**src/rtl/uart_boot_loader.sv**
```systemverilog
// uart_boot_loader
// Parses framed load packets from the UART byte stream and writes the payload
// as 32-bit little-endian words through a simple memory write port. busy holds
// the core in reset while a packet is in progress.
//
// Packet: A5 | addr[7:0] .. addr[31:24] | N[7:0] N[15:8] | N*4 data bytes | csum
// The trailing checksum byte (XOR of every address, count and data byte) only
// exists when UART_BOOT_LOADER_CHECKSUM_EN is defined. Without it the packet
// ends after the last data word (or after the count when N=0) and always
// reports load_done; load_err is then raised only by the inter-byte timeout.
//
// Handshake: rx_data_valid is a one-cycle strobe with no backpressure; every
// cycle in which it is high delivers one byte on rx_data and that byte is
// consumed on the same rising edge. mem_we is a one-cycle strobe with no ready;
// mem_addr/mem_wdata are valid during that cycle.
//
// The FSM state (state_q) is a named enum register so it can be probed directly.

module uart_boot_loader #(
    parameter int unsigned ADDR_W         = 32,
    parameter int unsigned TIMEOUT_CYCLES = 1_000_000
) (
    input  logic              clk,
    input  logic              rst,
    input  logic              rx_data_valid,
    input  logic [7:0]        rx_data,
    output logic              mem_we,
    output logic [ADDR_W-1:0] mem_addr,
    output logic [31:0]       mem_wdata,
    output logic              busy,
    output logic              load_done,
    output logic              load_err
);

    localparam logic [7:0]  SYNC_BYTE = 8'hA5;
    localparam bit          TMO_EN    = (TIMEOUT_CYCLES != 0);
    // The timeout fires on the edge that would take the idle counter to
    // TIMEOUT_CYCLES, i.e. when it currently holds TIMEOUT_CYCLES-1.
    localparam logic [31:0] TMO_LAST  = TMO_EN ? 32'(TIMEOUT_CYCLES - 1) : 32'd0;

`ifdef UART_BOOT_LOADER_CHECKSUM_EN
    typedef enum logic [2:0] {
        S_IDLE = 3'd0,
        S_ADDR = 3'd1,
        S_LEN  = 3'd2,
        S_DATA = 3'd3,
        S_CSUM = 3'd4
    } state_t;
`else
    typedef enum logic [2:0] {
        S_IDLE = 3'd0,
        S_ADDR = 3'd1,
        S_LEN  = 3'd2,
        S_DATA = 3'd3
    } state_t;
`endif

    // Parser state
    state_t              state_q,     state_d;
    logic [1:0]          byte_cnt_q,  byte_cnt_d;   // byte index within field / word
    logic [23:0]         addr_raw_q,  addr_raw_d;   // first three address bytes
    logic [ADDR_W-1:0]   wr_addr_q,   wr_addr_d;    // address of the next word write
    logic [7:0]          len_lo_q,    len_lo_d;     // low byte of the word count
    logic [15:0]         words_left_q, words_left_d;
    logic [23:0]         word_q,      word_d;       // first three bytes of current word
    logic [31:0]         tmo_cnt_q,   tmo_cnt_d;
`ifdef UART_BOOT_LOADER_CHECKSUM_EN
    logic [7:0]          csum_q,      csum_d;
`endif

    // Registered outputs
    logic                mem_we_q,    mem_we_d;
    logic [ADDR_W-1:0]   mem_addr_q,  mem_addr_d;
    logic [31:0]         mem_wdata_q, mem_wdata_d;
    logic                busy_q,      busy_d;
    logic                load_done_q, load_done_d;
    logic                load_err_q,  load_err_d;

    // Assembled start address: full 32 bits, truncated to ADDR_W, word-aligned.
    logic [31:0]         addr_full;
    logic [ADDR_W-1:0]   addr_trunc;
    logic [ADDR_W-1:0]   addr_aligned;
    logic                tmo_fire;

    // Combine the fourth address byte with the three already collected.
    always_comb begin
        addr_full    = {rx_data, addr_raw_q};
        addr_trunc   = ADDR_W'(addr_full);
        addr_aligned = {addr_trunc[ADDR_W-1:2], 2'b00};
    end

    // Timeout: an accepted byte in the same cycle always wins over the timeout.
    always_comb begin
        tmo_fire = TMO_EN && (state_q != S_IDLE) && !rx_data_valid &&
                   (tmo_cnt_q == TMO_LAST);
    end

    // Next-state and registered-output logic for the packet parser.
    always_comb begin
        state_d      = state_q;
        byte_cnt_d   = byte_cnt_q;
        addr_raw_d   = addr_raw_q;
        wr_addr_d    = wr_addr_q;
        len_lo_d     = len_lo_q;
        words_left_d = words_left_q;
        word_d       = word_q;
`ifdef UART_BOOT_LOADER_CHECKSUM_EN
        csum_d       = csum_q;
`endif
        mem_we_d     = 1'b0;
        mem_addr_d   = mem_addr_q;
        mem_wdata_d  = mem_wdata_q;
        load_done_d  = 1'b0;
        load_err_d   = 1'b0;

        // Idle counter only runs inside a packet and clears on every byte.
        if (!TMO_EN || state_q == S_IDLE || rx_data_valid) begin
            tmo_cnt_d = 32'd0;
        end else begin
            tmo_cnt_d = tmo_cnt_q + 32'd1;
        end

        if (rx_data_valid) begin
            case (state_q)
                S_IDLE: begin
                    // Anything other than the sync byte is line noise.
                    if (rx_data == SYNC_BYTE) begin
                        state_d    = S_ADDR;
                        byte_cnt_d = 2'd0;
`ifdef UART_BOOT_LOADER_CHECKSUM_EN
                        csum_d     = 8'h00;
`endif
                    end
                end

                S_ADDR: begin
`ifdef UART_BOOT_LOADER_CHECKSUM_EN
                    csum_d = csum_q ^ rx_data;
`endif
                    addr_raw_d = {rx_data, addr_raw_q[23:8]};
                    byte_cnt_d = byte_cnt_q + 2'd1;
                    if (byte_cnt_q == 2'd3) begin
                        wr_addr_d  = addr_aligned;
                        byte_cnt_d = 2'd0;
                        state_d    = S_LEN;
                    end
                end

                S_LEN: begin
`ifdef UART_BOOT_LOADER_CHECKSUM_EN
                    csum_d = csum_q ^ rx_data;
`endif
                    if (byte_cnt_q == 2'd0) begin
                        len_lo_d   = rx_data;
                        byte_cnt_d = 2'd1;
                    end else begin
                        byte_cnt_d   = 2'd0;
                        words_left_d = {rx_data, len_lo_q};
                        if ({rx_data, len_lo_q} != 16'd0) begin
                            state_d = S_DATA;
                        end else begin
`ifdef UART_BOOT_LOADER_CHECKSUM_EN
                            state_d = S_CSUM;
`else
                            state_d     = S_IDLE;
                            load_done_d = 1'b1;
`endif
                        end
                    end
                end

                S_DATA: begin
`ifdef UART_BOOT_LOADER_CHECKSUM_EN
                    csum_d = csum_q ^ rx_data;
`endif
                    word_d     = {rx_data, word_q[23:8]};
                    byte_cnt_d = byte_cnt_q + 2'd1;
                    if (byte_cnt_q == 2'd3) begin
                        // Fourth byte completes the word: issue the write.
                        mem_we_d     = 1'b1;
                        mem_addr_d   = wr_addr_q;
                        mem_wdata_d  = {rx_data, word_q};
                        wr_addr_d    = wr_addr_q + ADDR_W'(4);
                        words_left_d = words_left_q - 16'd1;
                        if (words_left_q == 16'd1) begin
`ifdef UART_BOOT_LOADER_CHECKSUM_EN
                            state_d = S_CSUM;
`else
                            state_d     = S_IDLE;
                            load_done_d = 1'b1;
`endif
                        end
                    end
                end

`ifdef UART_BOOT_LOADER_CHECKSUM_EN
                S_CSUM: begin
                    // Writes already issued stay in memory regardless of result.
                    state_d = S_IDLE;
                    if (rx_data == csum_q) begin
                        load_done_d = 1'b1;
                    end else begin
                        load_err_d = 1'b1;
                    end
                end
`endif

                default: begin
                    state_d = S_IDLE;
                end
            endcase
        end else if (tmo_fire) begin
            state_d    = S_IDLE;
            load_err_d = 1'b1;
        end

        busy_d = (state_d != S_IDLE);
    end

    // State and output registers with synchronous reset.
    always_ff @(posedge clk) begin
        if (rst) begin
            state_q      <= S_IDLE;
            byte_cnt_q   <= 2'd0;
            addr_raw_q   <= 24'd0;
            wr_addr_q    <= '0;
            len_lo_q     <= 8'd0;
            words_left_q <= 16'd0;
            word_q       <= 24'd0;
            tmo_cnt_q    <= 32'd0;
`ifdef UART_BOOT_LOADER_CHECKSUM_EN
            csum_q       <= 8'd0;
`endif
            mem_we_q     <= 1'b0;
            mem_addr_q   <= '0;
            mem_wdata_q  <= 32'd0;
            busy_q       <= 1'b0;
            load_done_q  <= 1'b0;
            load_err_q   <= 1'b0;
        end else begin
            state_q      <= state_d;
            byte_cnt_q   <= byte_cnt_d;
            addr_raw_q   <= addr_raw_d;
            wr_addr_q    <= wr_addr_d;
            len_lo_q     <= len_lo_d;
            words_left_q <= words_left_d;
            word_q       <= word_d;
            tmo_cnt_q    <= tmo_cnt_d;
`ifdef UART_BOOT_LOADER_CHECKSUM_EN
            csum_q       <= csum_d;
`endif
            mem_we_q     <= mem_we_d;
            mem_addr_q   <= mem_addr_d;
            mem_wdata_q  <= mem_wdata_d;
            busy_q       <= busy_d;
            load_done_q  <= load_done_d;
            load_err_q   <= load_err_d;
        end
    end

    // Output ports come straight from registers.
    always_comb begin
        mem_we    = mem_we_q;
        mem_addr  = mem_addr_q;
        mem_wdata = mem_wdata_q;
        busy      = busy_q;
        load_done = load_done_q;
        load_err  = load_err_q;
    end

endmodule

```
**config.mk**
```make
export PLATFORM = sky130hd
export DESIGN_NAME = uart_boot_loader
export DESIGN_NICKNAME = d
export VERILOG_FILES = /design/src/rtl/uart_boot_loader.sv
export SDC_FILE = /design/constraint.sdc
export NUM_CORES = 1
export LEC_CHECK = 0
export ABC_AREA = 1
export CORE_MARGIN = 1
export CORE_UTILIZATION = 32
export CTS_CLUSTER_SIZE = 8
export DETAILED_ROUTE_END_ITERATION = 7
export PLACE_DENSITY = 0.56
export SYNTH_ARGS = -nofsm -noshare
export SYNTH_HDL_FRONTEND = slang
export SYNTH_SLANG_ARGS = --single-unit
```
**constraint.sdc**
```tcl
create_clock -name clk -period 3.9 [get_ports clk]
set_input_delay 0.585 -clock clk [delete_from_list [all_inputs] [get_ports clk]]
set_output_delay 0.585 -clock clk [all_outputs]
set_load 0.01 [all_outputs]
```
# After elaboration in Yosys (flattened, before gate mapping)
# Index checks and enable logic that the tools add are counted.
[classes]
addsub = 4
n_eq_ne = 11
muxes = 26
bitwise = 2
n_reduce_logical = 23
[ops]
columns = ["op", "count"]
rows = [
  ["2-to-1 mux 32 bit", 2],
  ["one-hot mux 32 bit (2 select lines)", 1],
  ["adder 32 x 1 -> 32 bit, second input constant", 1],
  ["adder 32 x 3 -> 32 bit, second input constant", 1],
  ["equality test 32 x 20 -> 1 bit, second input constant", 1],
  ["2-to-1 mux 16 bit", 2],
  ["one-hot mux 16 bit (2 select lines)", 1],
  ["2-to-1 mux 3 bit", 7],
  ["equality test 16 x 1 -> 1 bit, second input constant", 1],
  ["nonzero test 16 bit", 1],
  ["subtractor 16 x 1 -> 16 bit, second input constant", 1],
  ["one-hot mux 3 bit (4 select lines)", 1],
  ["AND reduction 3 bit", 3],
  ["equality test 8 bit, second input constant", 1],
  ["one-hot mux 2 bit (4 select lines)", 1],
  ["AND reduction 4 bit", 2],
  ["2-to-1 mux 1 bit", 7],
  ["equality test 3 x 2 -> 1 bit, second input constant", 2],
  ["2-to-1 mux 2 bit", 3],
  ["inequality test 2 bit, second input constant", 3],
  ["nonzero test 3 bit", 2],
  ["OR reduction 2 bit", 3],
  ["AND reduction 2 bit", 2],
  ["nonzero test 2 bit", 2],
  ["13 further kinds", 15],
]
[totals]
reg_bits = 209
in_bits = 11
output_inout_bits = 68

# Logic depth before layout (Yosys ltp)
# Gate-level depths: netlist of run 1.
[logic_depth]
depth_word = 6
depth_mapped = 12
ltp_nobuf = 12

# Worst setup path after synthesis of run 1
# Ideal clock, no wire load.
[synth_timing]
kind = "input to register"
from = "in rx_data_valid"
to = "reg word_q[14]"
setup_ps = 128
arrival_time_ps = 1591
slack_ps = 2181
path_stages = 6
path_buffers = 3
path_cell_list = "buf_2 -> nand3_1 -> nor2_1 -> clkbuf_1 -> clkbuf_1 -> a21oi_1"
[synth_between]
elab_chain_len = 1
[synth_lines]
columns = ["element", "line", "rtl"]
rows = [
  ["from (decl)", "25", "input logic rx_data_valid,"],
  ["AND reduction 2 bit (no source line)", "n/a", ""],
  ["to (signal assigned)", "247", "word_q <= word_d;"],
  ["to (decl)", "65", "logic [23:0] word_q, word_d;"],
]
# No other way between the ends.
# A chain may end at the register's enable or synchronous reset.

# Worst setup path after layout of run 1
[layout_timing]
from = "reg state_q[0]"
to = "reg mem_wdata_q[23] (netlist: mem_wdata[23])"
[layout_between]
elab_chain_len = 2
[layout_lines]
columns = ["element", "line", "rtl"]
rows = [
  ["from (decl)", "59", "state_t state_q, state_d;"],
  ["from (signal assigned)", "241", "state_q <= state_d;"],
  ["equality test 3 x 2 -> 1 bit", "124", "case (state_q)"],
  ["AND reduction 3 bit (no source line)", "n/a", ""],
  ["to (signal assigned)", "254", "mem_wdata_q <= mem_wdata_d;"],
  ["to (decl)", "74", "logic [31:0] mem_wdata_q, mem_wdata_d;"],
]
# No other way between the ends.

==> impl_metrics.csv, run 1 <==
group,metric,value,unit
outcome,status,"finished clean",
critical_path,worstPathRequired,4.37,ns
cells_and_area,layout.nets,1418,
floorplan,num_rows,62,
placed_design,hpwl,17910,um
timing,setup_viol,0,
cts,insertion_delay,0.54,ns
power_and_ir_drop,p_leak,3.991,nW
synthesis,synth_cells,1348,
critical_path,cp_max_fo,36,
cts,clk_pin_slew,0.05,ns
global_routing,grt_pass1_wl,43500,um
placed_design,port_buffers,76,
synthesis,yosys_most_used_dff,"dfxtp_1",
cts,cts_sinks,203,
cells_and_area,fill_cells,3024,
timing,hold_viol_final,0,
synthesis,synth-adder-area-share,0.8009,%
cts,htree_levels,1,
synthesis,synth_edf_count,0,
cts,cts.path.max_buffers,3,
critical_path,startpoint_type,"register",
timing,skew,0.01528,ns
cells_and_area,diodes,0,
floorplan,die-area,29980,um^2
cells_and_area,seqCellArea,4064,um^2
synthesis,yosys_warnings,0,
synthesis,ys_async_sr_fraction,0,%
synthesis,synth_xor_area_share,1.121,%
global_routing,grt_max_degree,126,
timing,rsz0062_at_grt,"no",
cells_and_area,drive_above_1_share,4.918,%
timing,setup_ws,1.538,ns
critical_path,endpoint_kind,"register",
cts,ctsHoldBuffers,0,
synthesis,synthMuxAreaShare,0,%
floorplan,io_pins,79,
cells_and_area,multi_input_comb_area,4474,um^2
detailed_routing,first_iter_violations,510,
cts,cts_tree,"yes",
placed_design,gp_congestion,0.8956,
critical_path,critPathKind,"register to register",
cts,post_cts_buffers,0,
placed_design,dp_slack,1.334,ns
synthesis,ys_seq_elements,203,
cells_and_area,layout_common_cells,"nand2_1, dfxtp_1, a21oi_1",
detailed_routing,viasPerCell,4.911,
timing,fin_hold_ws,0.4467,ns
cts,ctsResizeCount,0,
synthesis,synthSimpleGateAreaFrac,25.11,%
timing,maxSlewViolCount,0,
cells_and_area,layout_commonest_cell,"nand2_1",
floorplan,die_w,173.2,um
power_and_ir_drop,ir_drop,0.2672,mV
timing,max_freq,0.4233,GHz
synthesis,synth.avg_cell_area,6.954,um^2
synthesis,yosysSeqAreaShare,43.35,%
timing,min_period,2.362,ns
power_and_ir_drop,p_per_area,389.7,nW/um^2
detailed_routing,remaining_drc_errors,0,
detailed_routing,wl_per_cell,14.58,um
timing,max-slew-margin-rel,26.52,%
synthesis,synth_compound_area_share,20.60,%
floorplan,coreArea,28780,um^2
cells_and_area,final_util,38.79,%
cts,cts_inserted_buffers,29,
detailed_routing,ant_nets,0,
floorplan,die_y,173.2,um
timing,setup_tns,0,ns
power_and_ir_drop,power,4.351,mW
synthesis,synthDistinctLibCells,38,
cells_and_area,stdcell_area,11160,um^2
floorplan,initial_core_util,32.57,%
detailed_routing,wirelength,26050,um
synthesis,synth_top_family_by_area,"simple AND/OR/NAND/NOR gates",
synthesis,syn-cell-area,9374,um^2
cts,clockRootBuffer,"clkbuf_16",
timing,fin_crit_sh,60.57,%
hold_path,hold_path.class,"register to register",
global_routing,track_usage,17.50,%
flow_run,drv_cap,0,
global_routing,antenna_found_initial,0,
cells_and_area,syn_to_final_growth,19.10,%
detailed_routing,dr.pass1.iters,7,
global_routing,gr-total-overflow,0,
detailed_routing,dr_total_vias,8776,
critical_path,worstPathArrival,2.83,ns
placed_design,place_inst,1754,
cells_and_area,stdcell_count,1787,
global_routing,grt_pass1_vias,8477,
placed_design,postPlaceCellArea,10400,um^2
timing,worst_pin_slew,1.102,ns
-- routing by layer --
metal,part of all wire (%),global-route usage [%]
met1,47,22.78
met2,47,29.52
met3,4.4,3.122
met4,2.0,5.052
met5,0,0
-- worst paths after layout --
check | slack, ns | from | depth (start not counted) | end
hold reg to reg | 0.45 | tmo_cnt_q[0] | 1 | tmo_cnt_q[0]
setup / recovery | 1.54 | state_q[0] | 9 | mem_wdata[23]
hold / removal | 0.45 | tmo_cnt_q[0] | 1 | tmo_cnt_q[0]
setup reg to reg | 1.54 | state_q[0] | 9 | mem_wdata[23]
-- critical path: stages (launching register included) --
cell	delay [ns]
dfxtp_1	0.40
inv_2	0.09
nor2_2	0.13
inv_2	0.08
nor2_4	0.09
inv_2	0.26
nor2_4	0.61
buf_4	0.34
o21ai_0	0.11
a21oi_1	0.18
-- cell usage after synthesis (2+ instances only) --
library cell / instances / area share (%)
xor2_1: 10 / 0.93
a31oi_1: 7 / 0.47
nor2_2: 3 / 0.20
ha_1: 6 / 0.80
nor3_1: 31 / 1.7
a211oi_1: 5 / 0.40
inv_1: 135 / 5.4
nand4_1: 25 / 1.7
clkbuf_1: 30 / 1.2
o21bai_1: 2 / 0.16
nand3b_1: 5 / 0.40
o21ai_0: 165 / 8.8
a221oi_1: 2 / 0.19
nor2_1: 146 / 5.8
o211ai_1: 6 / 0.48
inv_2: 7 / 0.28
buf_4: 5 / 0.40
dfxtp_1: 203 / 43
nand3_1: 78 / 4.2
o31ai_1: 3 / 0.24
buf_2: 27 / 1.4
a311oi_1: 2 / 0.19
or2_2: 6 / 0.40
xnor2_1: 2 / 0.19
a21oi_1: 178 / 9.5
nor2_4: 7 / 0.84
nand2_1: 241 / 9.7
-- sequential cells by signal, summed over array words and instances, names as in the netlist --
register,count
busy,1
mem_we,1
load_done,1
load_err,1
words_left_q,16
mem_addr,30
tmo_cnt_q,32
len_lo_q,8
word_q,24
byte_cnt_q,2
mem_wdata,32
addr_raw_q,22
wr_addr_q,30
state_q,3
-- power breakdown --
| part | total (mW) | internal (mW) | switching [mW] | leakage [nW] |
|---|---|---|---|---|
| sequential | 2.08 | 2.08 | 0.000184 | 1.63 |
| clock | 2.20 | 1.34 | 0.864 | 0.377 |
| combinational | 0.0729 | 0.0164 | 0.0565 | 1.98 |
-- cells by family (layout without fill, tap and decap cells) --
group / Yosys count / in the layout
compound gates: 372 / 372
fa+ha+maj: 6 / 6
xor+xnor: 12 / 12
simple gates: 546 / 546
other cells: 1 / 2
flops: 203 / 203
buf+inv: 208 / 262
-- cell type report --
| class | instances | area share (%) |
|---|---|---|
| multi-input combinational | 938 | 40.08 |
| sequential | 203 | 36.40 |
| timing repair buffer | 86 | 7.553 |
| clock buffer | 32 | 6.780 |
| inverter | 143 | 4.808 |
| tap | 384 | 4.303 |
| clock inverter | 1 | 0.07845 |
No activity file was read; power rests on OpenSTA's default activity.
==> run 2, diff against run 1 <==
==> constraint.sdc (replaced) <==
create_clock -name clk -period 2.2 [get_ports clk]
set_input_delay 0.33 -clock clk [delete_from_list [all_inputs] [get_ports clk]]
set_output_delay 0.33 -clock clk [all_outputs]
set_load 0.01 [all_outputs]
==> impl_metrics.csv, run 2 (synthesis gave the netlist of run 1 again) <==
group,metric,value,unit
outcome,status,"finished clean",
critical_path,crit_top_cell,"inv_2",
critical_path,path_cells,"inv_2 -> nor2_2 -> inv_2 -> nor2_4 -> inv_2 -> nor2_4 -> buf_4 -> o21ai_0 -> a21oi_1",
timing,maxSlewViolCount,0,
cells_and_area,syn_to_final_growth,22.01,%
detailed_routing,remaining_drc_errors,0,
floorplan,num_rows,62,
placed_design,dp_slack,0.1098,ns
critical_path,startpoint_type,"register",
timing,setup_tns,0,ns
detailed_routing,dr.pass1.iters,5,
critical_path,worstPathArrival,2.31,ns
cts,insertion_delay,0.55,ns
global_routing,grt_pass1_wl,43520,um
power_and_ir_drop,ir_drop,0.5463,mV
global_routing,track_usage,17.72,%
cells_and_area,multi_input_comb_area,4474,um^2
global_routing,grt_pass1_vias,8305,
placed_design,hpwl,18690,um
cts,cts_inserted_buffers,29,
critical_path,slowest_stage,"dfxtp_1",
timing,max_freq,0.5421,GHz
floorplan,initial_core_util,32.57,%
cells_and_area,fill_cells,3101,
timing,fin_crit_sh,83.85,%
cells_and_area,seqCellArea,4064,um^2
timing,worst_pin_slew,0.5523,ns
cts,cts_sinks,203,
flow_run,drv_cap,0,
critical_path,endpoint_kind,"register",
cts,cts_tree,"yes",
placed_design,port_buffers,76,
placed_design,gp_congestion,0.8954,
power_and_ir_drop,p_leak,4.143,nW
floorplan,coreArea,28780,um^2
cts,ctsResizeCount,0,
critical_path,critPathKind,"register to register",
critical_path,path_delay_family,"simple AND/OR/NAND/NOR gates",
timing,skew,0.02118,ns
cts,ctsHoldBuffers,0,
critical_path,max_stage_delay,0.40,ns
detailed_routing,first_iter_violations,589,
timing,rsz0062_at_grt,"no",
cts,post_cts_buffers,0,
cells_and_area,layout.nets,1446,
critical_path,cp_max_fo,24,
timing,setup_viol,0,
timing,max-slew-margin-rel,63.18,%
critical_path,cp_num_buf_inv,4,
critical_path,worstPathRequired,2.66,ns
cells_and_area,diodes,0,
cts,clockRootBuffer,"clkbuf_16",
detailed_routing,dr_total_vias,8929,
power_and_ir_drop,power,7.756,mW
power_and_ir_drop,p_per_area,678.2,nW/um^2
timing,setup_ws,0.3552,ns
timing,min_period,1.845,ns
floorplan,die-area,29980,um^2
floorplan,io_pins,79,
global_routing,antenna_found_initial,0,
global_routing,grt_max_degree,73,
cts,cts.path.max_buffers,3,
cells_and_area,layout_commonest_cell,"nand2_1",
hold_path,hold_path.class,"input pin to register",
floorplan,die_y,173.2,um
cts,htree_levels,1,
detailed_routing,ant_nets,0,
detailed_routing,wl_per_cell,14.69,um
floorplan,die_w,173.2,um
cells_and_area,drive_above_1_share,6.778,%
detailed_routing,viasPerCell,4.920,
cells_and_area,layout_common_cells,"nand2_1, dfxtp_1, a21oi_1",
detailed_routing,wirelength,26660,um
timing,hold_viol_final,0,
cts,clk_pin_slew,0.05,ns
global_routing,gr-total-overflow,0,
-- run 2: per-stage QoR --
step	util (%)	hold slack [ns]	std cells	instance area, um^2
floorplan	-	0.4132	1349	9378
CTS	39.74	0.2842	1815	11440
finish	39.74	0.2927	1815	11440
global placement	37.08	0.4277	1782	10670
detailed placement	37.08	0.4332	1782	10670
global route	39.74	0.3192	1815	11440
-- run 2: final cells by class --
| cell class | count | area share [%] |
|---|---|---|
| Inverter | 143 | 4.693 |
| Timing Repair Buffer | 114 | 9.758 |
| Sequential cell | 203 | 35.53 |
| Clock inverter | 1 | 0.07658 |
| Clock buffer | 32 | 6.619 |
| Tap cell | 384 | 4.201 |
| Multi-Input combinational cell | 938 | 39.12 |
-- run 2: path summary, 6_finish.rpt --
kind / start / end / slack (ns) / depth (start not counted)
worst max register to register: state_q[0] / mem_wdata[9] / 0.36 / 9
worst max-delay path: state_q[0] / mem_wdata[9] / 0.36 / 9
worst min register to register: tmo_cnt_q[0] / tmo_cnt_q[0] / 0.44 / 1
worst min-delay path: rst / state_q[1] / 0.29 / 4
-- run 2: layer usage --
layer	GRT usage (%)	vias to the layer above	share of wire, %
met5	0	-	0
met4	3.982	0	1.8
met3	2.770	37	4.3
met2	30.23	182	47
met1	23.45	4094	47
li1	-	4616	-
-- run 2: power by group --
| part | internal (mW) | switching, mW | total, mW | leakage [nW] |
|---|---|---|---|---|
| Sequential | 3.68 | 0.000331 | 3.68 | 1.63 |
| Combinational | 0.0487 | 0.107 | 0.156 | 2.13 |
| Clock | 2.37 | 1.55 | 3.92 | 0.377 |
| Total | 6.10 | 1.66 | 7.76 | 4.14 |
-- run 2: worst reg2reg max path, stage by stage (launching register included) --
cell     delay (ns)
dfxtp_1        0.40
inv_2          0.09
nor2_2         0.13
inv_2          0.08
nor2_4         0.19
inv_2          0.08
nor2_4         0.24
buf_4          0.30
o21ai_0        0.11
a21oi_1        0.14
